## config.mk

```make
export PLATFORM = sky130hd
export DESIGN_NAME = keypoint_orientation
export DESIGN_NICKNAME = d
export VERILOG_FILES = /design/src/rtl/sift_pkg.sv /design/src/rtl/gradient_octant.sv /design/src/rtl/keypoint_orientation.sv
export SDC_FILE = /design/constraint.sdc
export NUM_CORES = 1
export LEC_CHECK = 0
export ABC_AREA = 1
export BUFFER_PORTS_ARGS = -buffer_cell sky130_fd_sc_hd__buf_2
export CORE_ASPECT_RATIO = 0.5
export CORE_MARGIN = 2
export CORE_UTILIZATION = 42
export CTS_CLUSTER_SIZE = 10
export DETAILED_ROUTE_END_ITERATION = 8
export MAX_ROUTING_LAYER = met4
export PLACE_DENSITY = 0.66
export SLEW_MARGIN = 5
export SYNTH_ARGS = -nofsm -noshare
export SYNTH_HDL_FRONTEND = slang
export SYNTH_SLANG_ARGS = --single-unit
```

## constraint.sdc

```tcl
create_clock -name clk -period 3.9 [get_ports clk]
set_input_delay 0.195 -clock clk [delete_from_list [all_inputs] [get_ports clk]]
set_output_delay 0.195 -clock clk [all_outputs]
set_load 0.01 [all_outputs]
```

## src/rtl/sift_pkg.sv

```systemverilog
// rtl/sift_pkg.sv - shared types, keypoint field helpers and octant bin codes
package sift_pkg;

    typedef enum logic [2:0] {
        IDLE,
        KEY_REQ,
        KEY_WAIT,
        PIX,
        PIX_WAIT,
        CALC,
        WRITE,
        FINISH
    } ori_state_t;

    localparam logic [2:0] BIN_0 = 3'd0;
    localparam logic [2:0] BIN_1 = 3'd1;
    localparam logic [2:0] BIN_2 = 3'd2;
    localparam logic [2:0] BIN_3 = 3'd3;
    localparam logic [2:0] BIN_4 = 3'd4;
    localparam logic [2:0] BIN_5 = 3'd5;
    localparam logic [2:0] BIN_6 = 3'd6;
    localparam logic [2:0] BIN_7 = 3'd7;

    // Keypoint word is {layer, x[cw-1:0], y[cw-1:0]}; cw is the coordinate width.
    function automatic logic [15:0] key_x(input logic [31:0] key, input int cw);
        logic [31:0] mask;
        mask = (32'd1 << cw) - 32'd1;
        return 16'((key >> cw) & mask);
    endfunction

    function automatic logic [15:0] key_y(input logic [31:0] key, input int cw);
        logic [31:0] mask;
        mask = (32'd1 << cw) - 32'd1;
        return 16'(key & mask);
    endfunction

    function automatic logic key_layer(input logic [31:0] key, input int cw);
        logic [31:0] sh;
        sh = key >> (2 * cw);
        return sh[0];
    endfunction

endpackage

```

## src/rtl/gradient_octant.sv

```systemverilog
// rtl/gradient_octant.sv - central-difference gradient to octant bin and L1 magnitude
module gradient_octant
    import sift_pkg::*;
#(
    parameter int IMG_BIT_DEPTH = 8
) (
    input  logic [IMG_BIT_DEPTH-1:0] l,
    input  logic [IMG_BIT_DEPTH-1:0] r,
    input  logic [IMG_BIT_DEPTH-1:0] u,
    input  logic [IMG_BIT_DEPTH-1:0] d,
    output logic [2:0]               bin,
    output logic [IMG_BIT_DEPTH:0]   mag
);
    localparam int W = IMG_BIT_DEPTH;

    logic signed [W:0] dx;
    logic signed [W:0] dy;
    logic [W:0]        ndx;
    logic [W:0]        ndy;
    logic [W:0]        adx;
    logic [W:0]        ady;
    logic              sx;
    logic              sy;
    logic              st;

    assign dx  = $signed({1'b0, r}) - $signed({1'b0, l});
    assign dy  = $signed({1'b0, d}) - $signed({1'b0, u});
    assign ndx = -dx;
    assign ndy = -dy;
    assign sx  = dx[W];
    assign sy  = dy[W];
    assign adx = sx ? ndx : dx;
    assign ady = sy ? ndy : dy;
    assign st  = ady > adx;
    // Each magnitude is at most 2^W-1, so the sum fits in W+1 bits.
    assign mag = adx + ady;

    always_comb begin
        bin = BIN_0;
        case ({sy, sx, st})
            3'b000:  bin = BIN_0;
            3'b001:  bin = BIN_1;
            3'b011:  bin = BIN_2;
            3'b010:  bin = BIN_3;
            3'b110:  bin = BIN_4;
            3'b111:  bin = BIN_5;
            3'b101:  bin = BIN_6;
            3'b100:  bin = BIN_7;
            default: bin = BIN_0;
        endcase
    end

endmodule

```

## src/rtl/keypoint_orientation.sv

```systemverilog
// rtl/keypoint_orientation.sv - per-keypoint gradient octant and magnitude writer
module keypoint_orientation
    import sift_pkg::*;
#(
    parameter int  DIMENSION     = 64,
    parameter int  IMG_BIT_DEPTH = 8,
    localparam int AW            = $clog2(DIMENSION * DIMENSION),
    localparam int CW            = $clog2(DIMENSION),
    localparam int KW            = 2 * CW + 1,
    localparam int OW            = KW + 3 + IMG_BIT_DEPTH + 1
) (
    input  logic                     clk,
    input  logic                     rst_in,
    input  logic                     start,
    input  logic [AW-1:0]            key_count,
    output logic [AW-1:0]            key_read_addr,
    input  logic [KW-1:0]            key_data,
    output logic [AW-1:0]            img_read_addr,
    input  logic [IMG_BIT_DEPTH-1:0] img_data,
    output logic [AW-1:0]            ori_write_addr,
    output logic                     ori_wea,
    output logic [OW-1:0]            ori_out,
    output logic                     busy,
    output logic                     done
);
    localparam logic [CW-1:0] CMAX = CW'(DIMENSION - 1);

    ori_state_t               state;
    logic [3:0]               step;
    logic [AW-1:0]            index;
    logic [AW-1:0]            count;
    logic [KW-1:0]            key_reg;
    logic [IMG_BIT_DEPTH-1:0] pl, pr, pu, pd;

    logic [KW-1:0]            src_key;
    logic [CW-1:0]            kx, ky, xm, xp, ym, yp;
    logic [AW-1:0]            addr_l, addr_r, addr_u, addr_d;
    logic [2:0]               g_bin;
    logic [IMG_BIT_DEPTH:0]   g_mag;

    // The left-neighbour address goes out on the same edge that captures the keypoint.
    assign src_key = (state == KEY_WAIT) ? key_data : key_reg;
    assign kx      = CW'(key_x(32'(src_key), CW));
    assign ky      = CW'(key_y(32'(src_key), CW));
    assign xm      = (kx == '0)   ? kx : kx - CW'(1);
    assign xp      = (kx == CMAX) ? kx : kx + CW'(1);
    assign ym      = (ky == '0)   ? ky : ky - CW'(1);
    assign yp      = (ky == CMAX) ? ky : ky + CW'(1);
    assign addr_l  = {ky, xm};
    assign addr_r  = {ky, xp};
    assign addr_u  = {ym, kx};
    assign addr_d  = {yp, kx};

    gradient_octant #(
        .IMG_BIT_DEPTH(IMG_BIT_DEPTH)
    ) u_grad (
        .l  (pl),
        .r  (pr),
        .u  (pu),
        .d  (pd),
        .bin(g_bin),
        .mag(g_mag)
    );

    always_ff @(posedge clk or negedge rst_in) begin
        if (!rst_in) begin
            state          <= IDLE;
            step           <= '0;
            index          <= '0;
            count          <= '0;
            key_reg        <= '0;
            pl             <= '0;
            pr             <= '0;
            pu             <= '0;
            pd             <= '0;
            key_read_addr  <= '0;
            img_read_addr  <= '0;
            ori_write_addr <= '0;
            ori_wea        <= 1'b0;
            ori_out        <= '0;
            busy           <= 1'b0;
            done           <= 1'b0;
        end else begin
            ori_wea <= 1'b0;
            done    <= 1'b0;
            case (state)
                IDLE: begin
                    if (start) begin
                        count          <= key_count;
                        index          <= '0;
                        ori_write_addr <= '0;
                        step           <= '0;
                        busy           <= 1'b1;
                        if (key_count == '0) begin
                            state <= FINISH;
                            done  <= 1'b1;
                        end else begin
                            state         <= KEY_REQ;
                            key_read_addr <= '0;
                        end
                    end
                end
                KEY_REQ: begin
                    step  <= step + 4'd1;
                    state <= KEY_WAIT;
                end
                KEY_WAIT: begin
                    step <= step + 4'd1;
                    if (step == 4'd2) begin
                        key_reg       <= key_data;
                        img_read_addr <= addr_l;
                        state         <= PIX;
                    end
                end
                PIX: begin
                    step <= step + 4'd1;
                    case (step)
                        4'd3: img_read_addr <= addr_r;
                        4'd4: img_read_addr <= addr_u;
                        4'd5: begin
                            img_read_addr <= addr_d;
                            pl            <= img_data;
                        end
                        default: begin
                            pr    <= img_data;
                            state <= PIX_WAIT;
                        end
                    endcase
                end
                PIX_WAIT: begin
                    step <= step + 4'd1;
                    if (step == 4'd7) begin
                        pu <= img_data;
                    end else begin
                        pd    <= img_data;
                        state <= CALC;
                    end
                end
                CALC: begin
                    ori_out <= {key_reg, g_bin, g_mag};
                    ori_wea <= 1'b1;
                    state   <= WRITE;
                end
                WRITE: begin
                    ori_write_addr <= ori_write_addr + AW'(1);
                    index          <= index + AW'(1);
                    if (index + AW'(1) == count) begin
                        state <= FINISH;
                        done  <= 1'b1;
                    end else begin
                        state         <= KEY_REQ;
                        key_read_addr <= index + AW'(1);
                        step          <= '0;
                    end
                end
                FINISH: begin
                    busy  <= 1'b0;
                    state <= IDLE;
                end
                default: state <= IDLE;
            endcase
        end
    end

endmodule

```

== Yosys cells after proc, flatten, opt, wreduce, memory -nomap -nowiden ==
Memories as Yosys holds them, arrays and structs flattened. A register that Yosys moved wholly into a read port is not among the register bits.
Index checks and enable logic that the tools add are counted.

* Word-level logic and storage cells: 111
* Bits in read-only memories: 24
* Register bits after elaboration: 140
* Memories: 1

{| class="wikitable"
|+ Memory list
! memory !! words !! bits a word !! rd ports !! clocked after memory_dff !! write ports !! RTL line !! RTL
|-
| (name not given) || 8 || 3 || 1 || 1 || 0 || gradient_octant.sv:40 || <nowiki>case ({sy, sx, st})</nowiki>
|}

* Magnitude comparators: 1
* Add/subtract/negate cells: 12
* Reductions and logical operators: 23
* Equality and inequality tests: 22
* Muxes and demuxes: 34
* Bitwise logic cells: 2

{| class="wikitable"
|+ Operators by type and width
! operator !! number
|-
| $pmux W12 S2 || 4
|-
| $mux W12 || 6
|-
| $pmux W12 S3 || 1
|-
| $add A12 B1 Y12 const B || 2
|-
| $mux W6 || 4
|-
| $pmux W3 S8 || 1
|-
| $mux W3 || 6
|-
| $mux W9 || 2
|-
| $neg A9 Y9 || 2
|-
| $sub A8 B8 Y9 || 2
|-
| $reduce_and A2 Y1 || 8
|-
| $add A6 B1 Y6 const B || 2
|-
| $eq A12 B12 Y1 || 1
|-
| $eq A3 B3 Y1 const B || 4
|-
| $eq A4 B3 Y1 const B || 3
|-
| $eq A6 B6 Y1 const B || 2
|-
| $logic_not A12 Y1 || 1
|-
| $logic_not A6 Y1 || 2
|-
| $pmux W4 S3 || 1
|-
| $sub A6 B1 Y6 const B || 2
|-
| $ne A2 B2 Y1 const B || 5
|-
| $add A9 B9 Y9 || 1
|-
| $gt A9 B9 Y1 || 1
|-
| $eq A4 B2 Y1 const B || 2
|-
| other kinds (17) || 29
|}

== Longest topological paths before layout ==
Gate-level depths: netlist of the first run.

* Word-level depth: 6
* Mapped depth: 25
* Gate-level depth less buffers: 25

== By module ==
From an unflattened synthesis of the first run, not the netlist that was laid out.

* Cells, all modules: 1239
* Area, all modules: 8984.9 um^2

{| class="wikitable"
|+ Modules (own cells, without submodules)
! module !! sequential area each (um^2) !! cells each !! area an instance (um^2) !! times used
|-
| keypoint_orientation || 3503.4 || 913 || 7136.8 || 1
|-
| gradient_octant || 0.0 || 326 || 1848.0 || 1
|}

== Worst setup path after synthesis of the first run ==
OpenSTA, ideal clock, no wires.

* Path type: reg-to-reg
* Start point: register pd[0]
* End point: register ori_out[9]
* Stages on the path, launching flop included: 23
* Arrival time: 3.096 ns
* Path buffers: 0
* Required time: 3.782 ns
* Setup time: 0.118 ns
* Path slack: 0.686 ns
* Period minus slack after synthesis: 3.214 ns
* Cell sequence: dfrtp_1 > inv_1 > ha_1 > inv_1 > fa_1 > nand3_1 > nand2_1 > a21oi_1 > nor2_1 > nor2_1 > xor2_1 > nand3_1 > nand3_1 > nand2_1 > ha_1 > inv_1 > nand2_1 > nor3_1 > nand3_1 > o21ai_0 > nand3_1 > nand3_1 > nand2_1

* Longest elaborated chain between the ends: 4

{| class="wikitable"
|+ Ends and longest elaborated chain
! item !! RTL line !! RTL
|-
| from (decl) || keypoint_orientation.sv:33 || <nowiki>logic [IMG_BIT_DEPTH-1:0] pl, pr, pu, pd;</nowiki>
|-
| from (signal assigned) || keypoint_orientation.sv:135 || <nowiki>pd <= img_data;</nowiki>
|-
| $sub A8 B8 Y9 * || gradient_octant.sv:27 || <nowiki>assign dy = $signed({1'b0, d}) - $signed({1'b0, u});</nowiki>
|-
| $neg A9 Y9 || gradient_octant.sv:29 || <nowiki>assign ndy = -dy;</nowiki>
|-
| $mux W9 || gradient_octant.sv:33 || <nowiki>assign ady = sy ? ndy : dy;</nowiki>
|-
| $gt A9 B9 Y1 || gradient_octant.sv:34 || <nowiki>assign st = ady > adx;</nowiki>
|-
| to (decl) || keypoint_orientation.sv:22 || <nowiki>output logic [OW-1:0] ori_out,</nowiki>
|}

Every way passes the cells marked *; elsewhere a longest branch is shown, timed or not.
A chain may end at the register's enable or synchronous reset.

== Final worst setup path of the first run ==
* Start point: register pr[0]
* End point: register ori_out[9]

* Longest elaborated chain between the ends: 4

{| class="wikitable"
|+ Ends and longest elaborated chain
! item !! RTL line !! RTL
|-
| from (decl) || keypoint_orientation.sv:33 ||
|-
| from (signal assigned) || keypoint_orientation.sv:125 || <nowiki>pr <= img_data;</nowiki>
|-
| $sub A8 B8 Y9 * || gradient_octant.sv:26 || <nowiki>assign dx = $signed({1'b0, r}) - $signed({1'b0, l});</nowiki>
|-
| $neg A9 Y9 || gradient_octant.sv:28 || <nowiki>assign ndx = -dx;</nowiki>
|-
| $mux W9 || gradient_octant.sv:32 || <nowiki>assign adx = sx ? ndx : dx;</nowiki>
|-
| $gt A9 B9 Y1 || gradient_octant.sv:34 ||
|}

Marks and branches as above.

==> impl_metrics.tcl, run 1 <==
set metrics [dict create \
    drt_pre_antenna_iters 6 \
    critPathMaxStageDelay_ns 0.41 \
    final_common_cell "nand2_1" \
    reg2reg_depth 22 \
    critical_path_arrival_ns 3.82 \
    layout_min_cycle_time_ns 3.50 \
    path_cells "inv_1, ha_1, inv_1, fa_1, nand3_1, nand3_1, nand4_1, o211ai_1, inv_1, nand2_1, xor2_1, inv_1, ha_1, inv_1, a21oi_1, o21ai_0, a21oi_1, o21ai_0, nand2_1, nand2_1, nand3_1, nand2_1" \
    maxCapViolations 0 \
    io_buffers 99 \
    multi_input_area_sq_mm 0.00445 \
    fill_cells 2046 \
    drt-initial-drc-count 528 \
    cts_sinks 140 \
    critPathTopFamily "adder cells" \
    tightestPinTransition_ns 1.05 \
    avgRoutedWirePerCell_um 13.7 \
    die_area_sq_mm 0.0220 \
    wl_mm 21.7 \
    largest_reg_flops 25 \
    num_antenna_cells 0 \
    rrSetupSlack_ns 0.40 \
    gr-total-overflow 0 \
    regToRegEndpoint "ori_out[9]" \
    ant_nets 0 \
    hpwl_mm 16.2 \
    syn-num-nets 1271 \
    antenna_found_initial 0 \
    num_rows 37 \
    syn-instance-count 1185 \
    path_class "reg -> reg" \
    start_util_pct 42.7 \
    cp-endpoint "ori_out[9]" \
    route.detailed.drc 0 \
    die_w_um 208 \
    hold_viol 0 \
    num-nets-final 1388 \
    h-tree-depth 4 \
    cp-start-kind "register" \
    r2r-start "pr[0]" \
    core_region_area_sq_mm 0.0205 \
    grt_pass1_wl_mm 36.9 \
    top_level_ports 100 \
    cp.depth 22 \
    status "finished clean" \
    die_h_um 106 \
    cts_tree "yes" \
    grt_pass1_vias 7592 \
    track_usage_pct 21.2 \
    area_growth_syn_to_layout_pct 17.3 \
    grt_max_degree 77 \
    cp_slowest_cell "fa_1" \
    final_cell_mix "324 x nand2_1, 165 x inv_1, 140 x dfrtp_1, 98 x buf_2, 97 x nand3_1" \
    cts_buffers 17 \
    cts_setup_buffers 0 \
    ff_latch_area_sq_mm 0.00350 \
    cts-root-buf "clkbuf_16" \
    critPathRequiredTime_ns 4.22 \
    routabilityCongestion 0.897 \
    cp_max_fo 7 \
    vias 7980 \
    critPathCaptureType "register" \
    cts_buffer_depth 2 \
    drv_slew 0 \
    rsz0062_at_grt "no" \
    final_layout_size_suffix_gt1_share_pct 14.3 \
    ys_seq_elements 140 \
    max_freq_mhz 286 \
    synth.avg_cell_area_sq_um 7.37 \
    yosys.cell_types.count 42 \
    hold_class "in -> reg" \
    relSlewSlack_pct 30.1 \
    crit_start "pr[0]" \
    seq_area_frac_synth_pct 40.1 \
    cp.buffers_inverters 5 \
    viasPerCell 5.03 \
    clk_latency_ns 0.44 \
    cp_common_cell "inv_1" \
    netlist_area_sq_mm 0.00874 \
    setup_viol 0 \
    path_clk_slew_ns 0.06 \
    ys.warnings.count 0 \
    setup_tns_ns 0 \
    fin_skew_ns 0.0106 \
    final.period_utilization_pct 89.8 \
]
-- what timing repair did --
item | CTS | global route
hold endpoints to repair | 95 | 0
endpoints found under the setup margin | 0 | 1
resized for setup | 0 | 2
hold buffers | 19 | 0
-- cell families (layout without fill, tap and decap cells) --
family | Yosys count | in the layout | synth area share [%]
DFF | 140 | 140 | 40.1
buffers and inverters | 201 | 331 | 9.09
and+or+nand+nor | 580 | 580 | 28.4
adders and majority gates | 50 | 50 | 7.42
muxes | 1 | 1 | 0.115
xor gates and xnor gates | 32 | 32 | 3.21
AOI/OAI and AO/OA | 181 | 181 | 11.7
-- metal layers --
| layer | global-route usage [%] | vias up | wire length [um] |
|---|---|---|---|
| met2 | 34.3 | 165 | 10100 |
| met5 | - | - | 0 |
| met4 | 6.13 | 0 | 297 |
| met3 | 4.28 | 28 | 891 |
| li1 | - | 4031 | - |
| met1 | 27.2 | 3756 | 10400 |
-- worst register-to-register path: stages (launching register included) --
cell and delay (ns):
dfrtp_1 0.36, inv_1 0.07, ha_1 0.14, inv_1 0.06, fa_1 0.41, nand3_1 0.09, nand3_1 0.15, nand4_1 0.11
o211ai_1 0.24, inv_1 0.23, nand2_1 0.08, xor2_1 0.19, inv_1 0.07, ha_1 0.42, inv_1 0.09, a21oi_1 0.12
o21ai_0 0.09, a21oi_1 0.12, o21ai_0 0.12, nand2_1 0.08, nand2_1 0.05, nand3_1 0.07, nand2_1 0.05
-- synthesized netlist by cell type (all sizes together) --
master  count  area [sq um]
nand3      98           495
o31ai       1          7.51
xnor2      10          87.6
nor2      104           425
and3        1          6.26
nand2     331          1260
a31o        1          8.76
nor4        6          37.5
xor2       22           193
a21oi      57           289
buf        10          77.6
o211ai      6          45.0
clkbuf     18          67.6
nor3       11          60.1
dfrtp     140          3500
o22ai       7          43.8
a221oi      1          8.76
nand3b      5          37.5
mux2i       1          10.0
o21bai      3          22.5
o21ai     101           573
fa          3          60.1
a211oi      1          7.51
ha         47           588
inv       173           649
a31oi       3          18.8
nand4      18           113
or2         6          37.5
-- worst min-delay path by stage --
stage,start,cells after the start,slack (ns),to
6_report,img_data[7],3,0.02,pu[7]
5_1_grt,img_data[7],3,0.02,pl[7]
4_1_cts,img_data[7],3,0.006,pl[7]
3_5_place_dp,rst_in,1,0.27,index[0]
3_3_place_gp,rst_in,1,0.26,index[0]
2_1_floorplan,rst_in,0,-0.10,busy
-- final cells by class --
type,count,share of cell area (%)
Clock buffer,18,4.28
Clock inverter,14,1.09
Inverter,173,6.34
Multi-Input combinational cell,844,43.4
Sequential cell,140,34.2
Tap cell,273,3.33
Timing Repair Buffer,126,7.34
-- stage by stage --
step	hold slack [ns]	std cells	util, %	worst slack, ns	area [sq um]
6_report	0.0203	1588	50.1	0.400	10200
4_1_cts	0.00574	1588	50.0	0.329	10200
2_1_floorplan	-0.101	1185	-	0.686	8740
3_5_place_dp	0.274	1537	46.4	0.343	9500
3_3_place_gp	0.264	1537	46.4	0.413	9500
5_1_grt	0.0247	1588	50.1	0.00283	10200
Power of run 1 is not shown: default switching activity piles up to over one toggle a cycle in this logic, so the estimate is an artifact.
==> run 2: changes to the inputs <==
Settings changed: ABC_AREA 1 to default.
==> run 2 against run 1 <==
  * Routed wire length decreased by 4.0%
  * Global-route usage decreased by 1.3 points
  * First-iteration DRC count decreased by 22%
  * Register-to-register slack got worse by 0.23 ns
  * Clock skew decreased by 0.0039 ns
  * Core utilization increased by 0.92 points
  * Cell count decreased by 14%
  * Critical path depth decreased by 5
  * Non-clock buffer count increased by 12
  * Maximum frequency decreased by 6.2%
  * Worst setup slack got worse by 0.23 ns
  * Critical endpoint unchanged
  * Largest cell class unchanged
==> impl_metrics.tcl, run 2 <==
set metrics [dict create \
    die_w_um 207 \
    grt_max_degree 107 \
    layout_min_cycle_time_ns 3.73 \
    drt-initial-drc-count 411 \
    maxCapViolations 0 \
    synth_most_common_cell "nand2_1" \
    path_class "reg -> reg" \
    critPathRequiredTime_ns 4.21 \
    grt_pass1_vias 7126 \
    ff_latch_area_sq_mm 0.00350 \
    synth.avg_cell_area_sq_um 9.06 \
    cts_sinks 140 \
    route.detailed.drc 0 \
    final_cell_mix "163 x nand2_1, 140 x dfrtp_1, 98 x buf_2, 84 x nor2_1, 73 x o21ai_0" \
    cp_slowest_cell "or4b_4" \
    hp-start "key_data[4]" \
    cts-root-buf "clkbuf_16" \
    grt_pass1_wl_mm 34.5 \
    yosys.area.top_type "dfrtp_1" \
    path_cells "inv_1, ha_1, inv_1, fa_2, a21o_1, a211oi_1, nor2_1, or2_2, nor3_2, or4b_4, ha_4, nor2b_2, nand4b_1, nor4_2, a21oi_1, xor2_1, o21ai_1" \
    ys.warnings.count 0 \
    tightestPinTransition_ns 1.13 \
    critPathMaxStageDelay_ns 0.50 \
    vias 7278 \
    area_growth_syn_to_layout_pct 20.0 \
    hpwl_mm 14.8 \
    hold_viol 0 \
    clk_latency_ns 0.43 \
    cts_buffer_depth 2 \
    cp.buffers_inverters 2 \
    num-nets-final 1167 \
    io_buffers 99 \
    synth_top_area_share_pct 40.4 \
    yosys-top-cells-count "163 x nand2_1, 140 x dfrtp_1, 84 x nor2_1, 78 x o21ai_0, 47 x ha_1" \
    cts_buffers 17 \
    ys_seq_elements 140 \
    relSlewSlack_pct 24.1 \
    h-tree-depth 4 \
    viasPerCell 5.32 \
    multi_input_area_sq_mm 0.00497 \
    final.period_utilization_pct 95.6 \
    syn-num-nets 1044 \
    num_antenna_cells 0 \
    wl_mm 20.9 \
    yosys.cell_types.count 70 \
    critPathCaptureType "register" \
    top_level_ports 100 \
    setup_viol 0 \
    r2r-start "pr[0]" \
    core_region_area_sq_mm 0.0204 \
    max_freq_mhz 268 \
    cp_max_fo 3 \
    fin_skew_ns 0.00667 \
    num_rows 37 \
    fin_util_pct 51.0 \
    netlist_area_sq_mm 0.00868 \
    crit_start "pr[0]" \
    final_layout_size_suffix_gt1_share_pct 21.3 \
    die_area_sq_mm 0.0219 \
    async_flop_share_pct 100 \
    fill_cells 1880 \
    hold_class "in -> reg" \
    cp-start-kind "register" \
    start_util_pct 42.5 \
    synth_edf_count 0 \
    critical_path_arrival_ns 4.04 \
    critPathTopFamily "simple AND/OR/NAND/NOR gates" \
    synthFlopType "dfrtp_1" \
    ant_nets 0 \
    synthTopCellsByArea "dfrtp_1 40%, nand2_1 7.1%, ha_1 6.8%" \
    drv_slew 0 \
    gr-total-overflow 0 \
    path_clk_slew_ns 0.06 \
    status "finished clean" \
    die_h_um 106 \
    antenna_found_initial 0 \
    seq_area_frac_synth_pct 40.4 \
    track_usage_pct 19.9 \
    syn-instance-count 958 \
    whs_ns 0.0295 \
    final_common_cell "nand2_1" \
    largest_reg_flops 25 \
    cts_tree "yes" \
    cp_common_cell "inv_1" \
    drt_pre_antenna_iters 5 \
    avgRoutedWirePerCell_um 15.3 \
    routabilityCongestion 0.901 \
]
[run 2: cell types whose count changed after synthesis, sizes merged, moves of 13 or more]
cell   change
nand2    -168
xnor2     +25
nor2      -19
nand3     -69
o21ai     -23
mux2      +40
mux2i     +32
a21oi     -13
inv      -129
[run 2: area by class of cell]
cell class / count / share of cell area, %
multi-input combinational: 738 / 47.7
tap: 273 / 3.28
clock inverter: 13 / 1.37
timing repair buffer: 138 / 8.06
inverter: 46 / 1.66
clock buffer: 19 / 4.25
sequential: 140 / 33.6
[run 2: cells by family after synthesis]
family / share of synthesized area [%]
and+or+nand+nor: 19.1
AOI/OAI and AO/OA: 13.8
DFF: 40.4
buffers and inverters: 3.94
muxes: 9.04
xor gates and xnor gates: 6.24
adders and majority gates: 7.47
[run 2: path summary, 6_finish.rpt]
check                      cells after the start  slack [ns]           to
hold reg to reg                                2        0.47  ori_out[24]
setup reg to reg                              17        0.17   ori_out[9]
setup / recovery                              17        0.17   ori_out[9]
min in group asynchronous                      2        0.46     count[2]
hold / removal                                 2        0.03   key_reg[4]
max in group asynchronous                      3        2.39   key_reg[3]
[run 2: repair_timing]
action,in CTS,in global routing
resized for setup,4,32
setup buffers,0,4
pin swaps,0,7
setup endpoints to repair,1,5
hold buffers,18,0
hold endpoints to repair,122,0
[run 2: through the flow]
stage / setup TNS (ns) / area [sq um] / setup WS, ns / cells
after floorplan: 0 / 8680 / 0.245 / 958
after global placement: 0 / 9490 / 0.0885 / 1313
after detailed placement: -0.0556 / 9490 / -0.0556 / 1313
after CTS: 0 / 10300 / 0.0257 / 1363
after global routing: -0.184 / 10400 / -0.0825 / 1367
final: 0 / 10400 / 0.170 / 1367
[run 2: layer usage]
metal,part of all wire (%),track usage (%),up-vias
li1,-,-,3579
met1,46,24.6,3546
met2,49,33.4,133
met3,3.3,3.78,20
met4,1.3,6.07,0
met5,0,-,-
Power of run 2 is left out for the same reason.
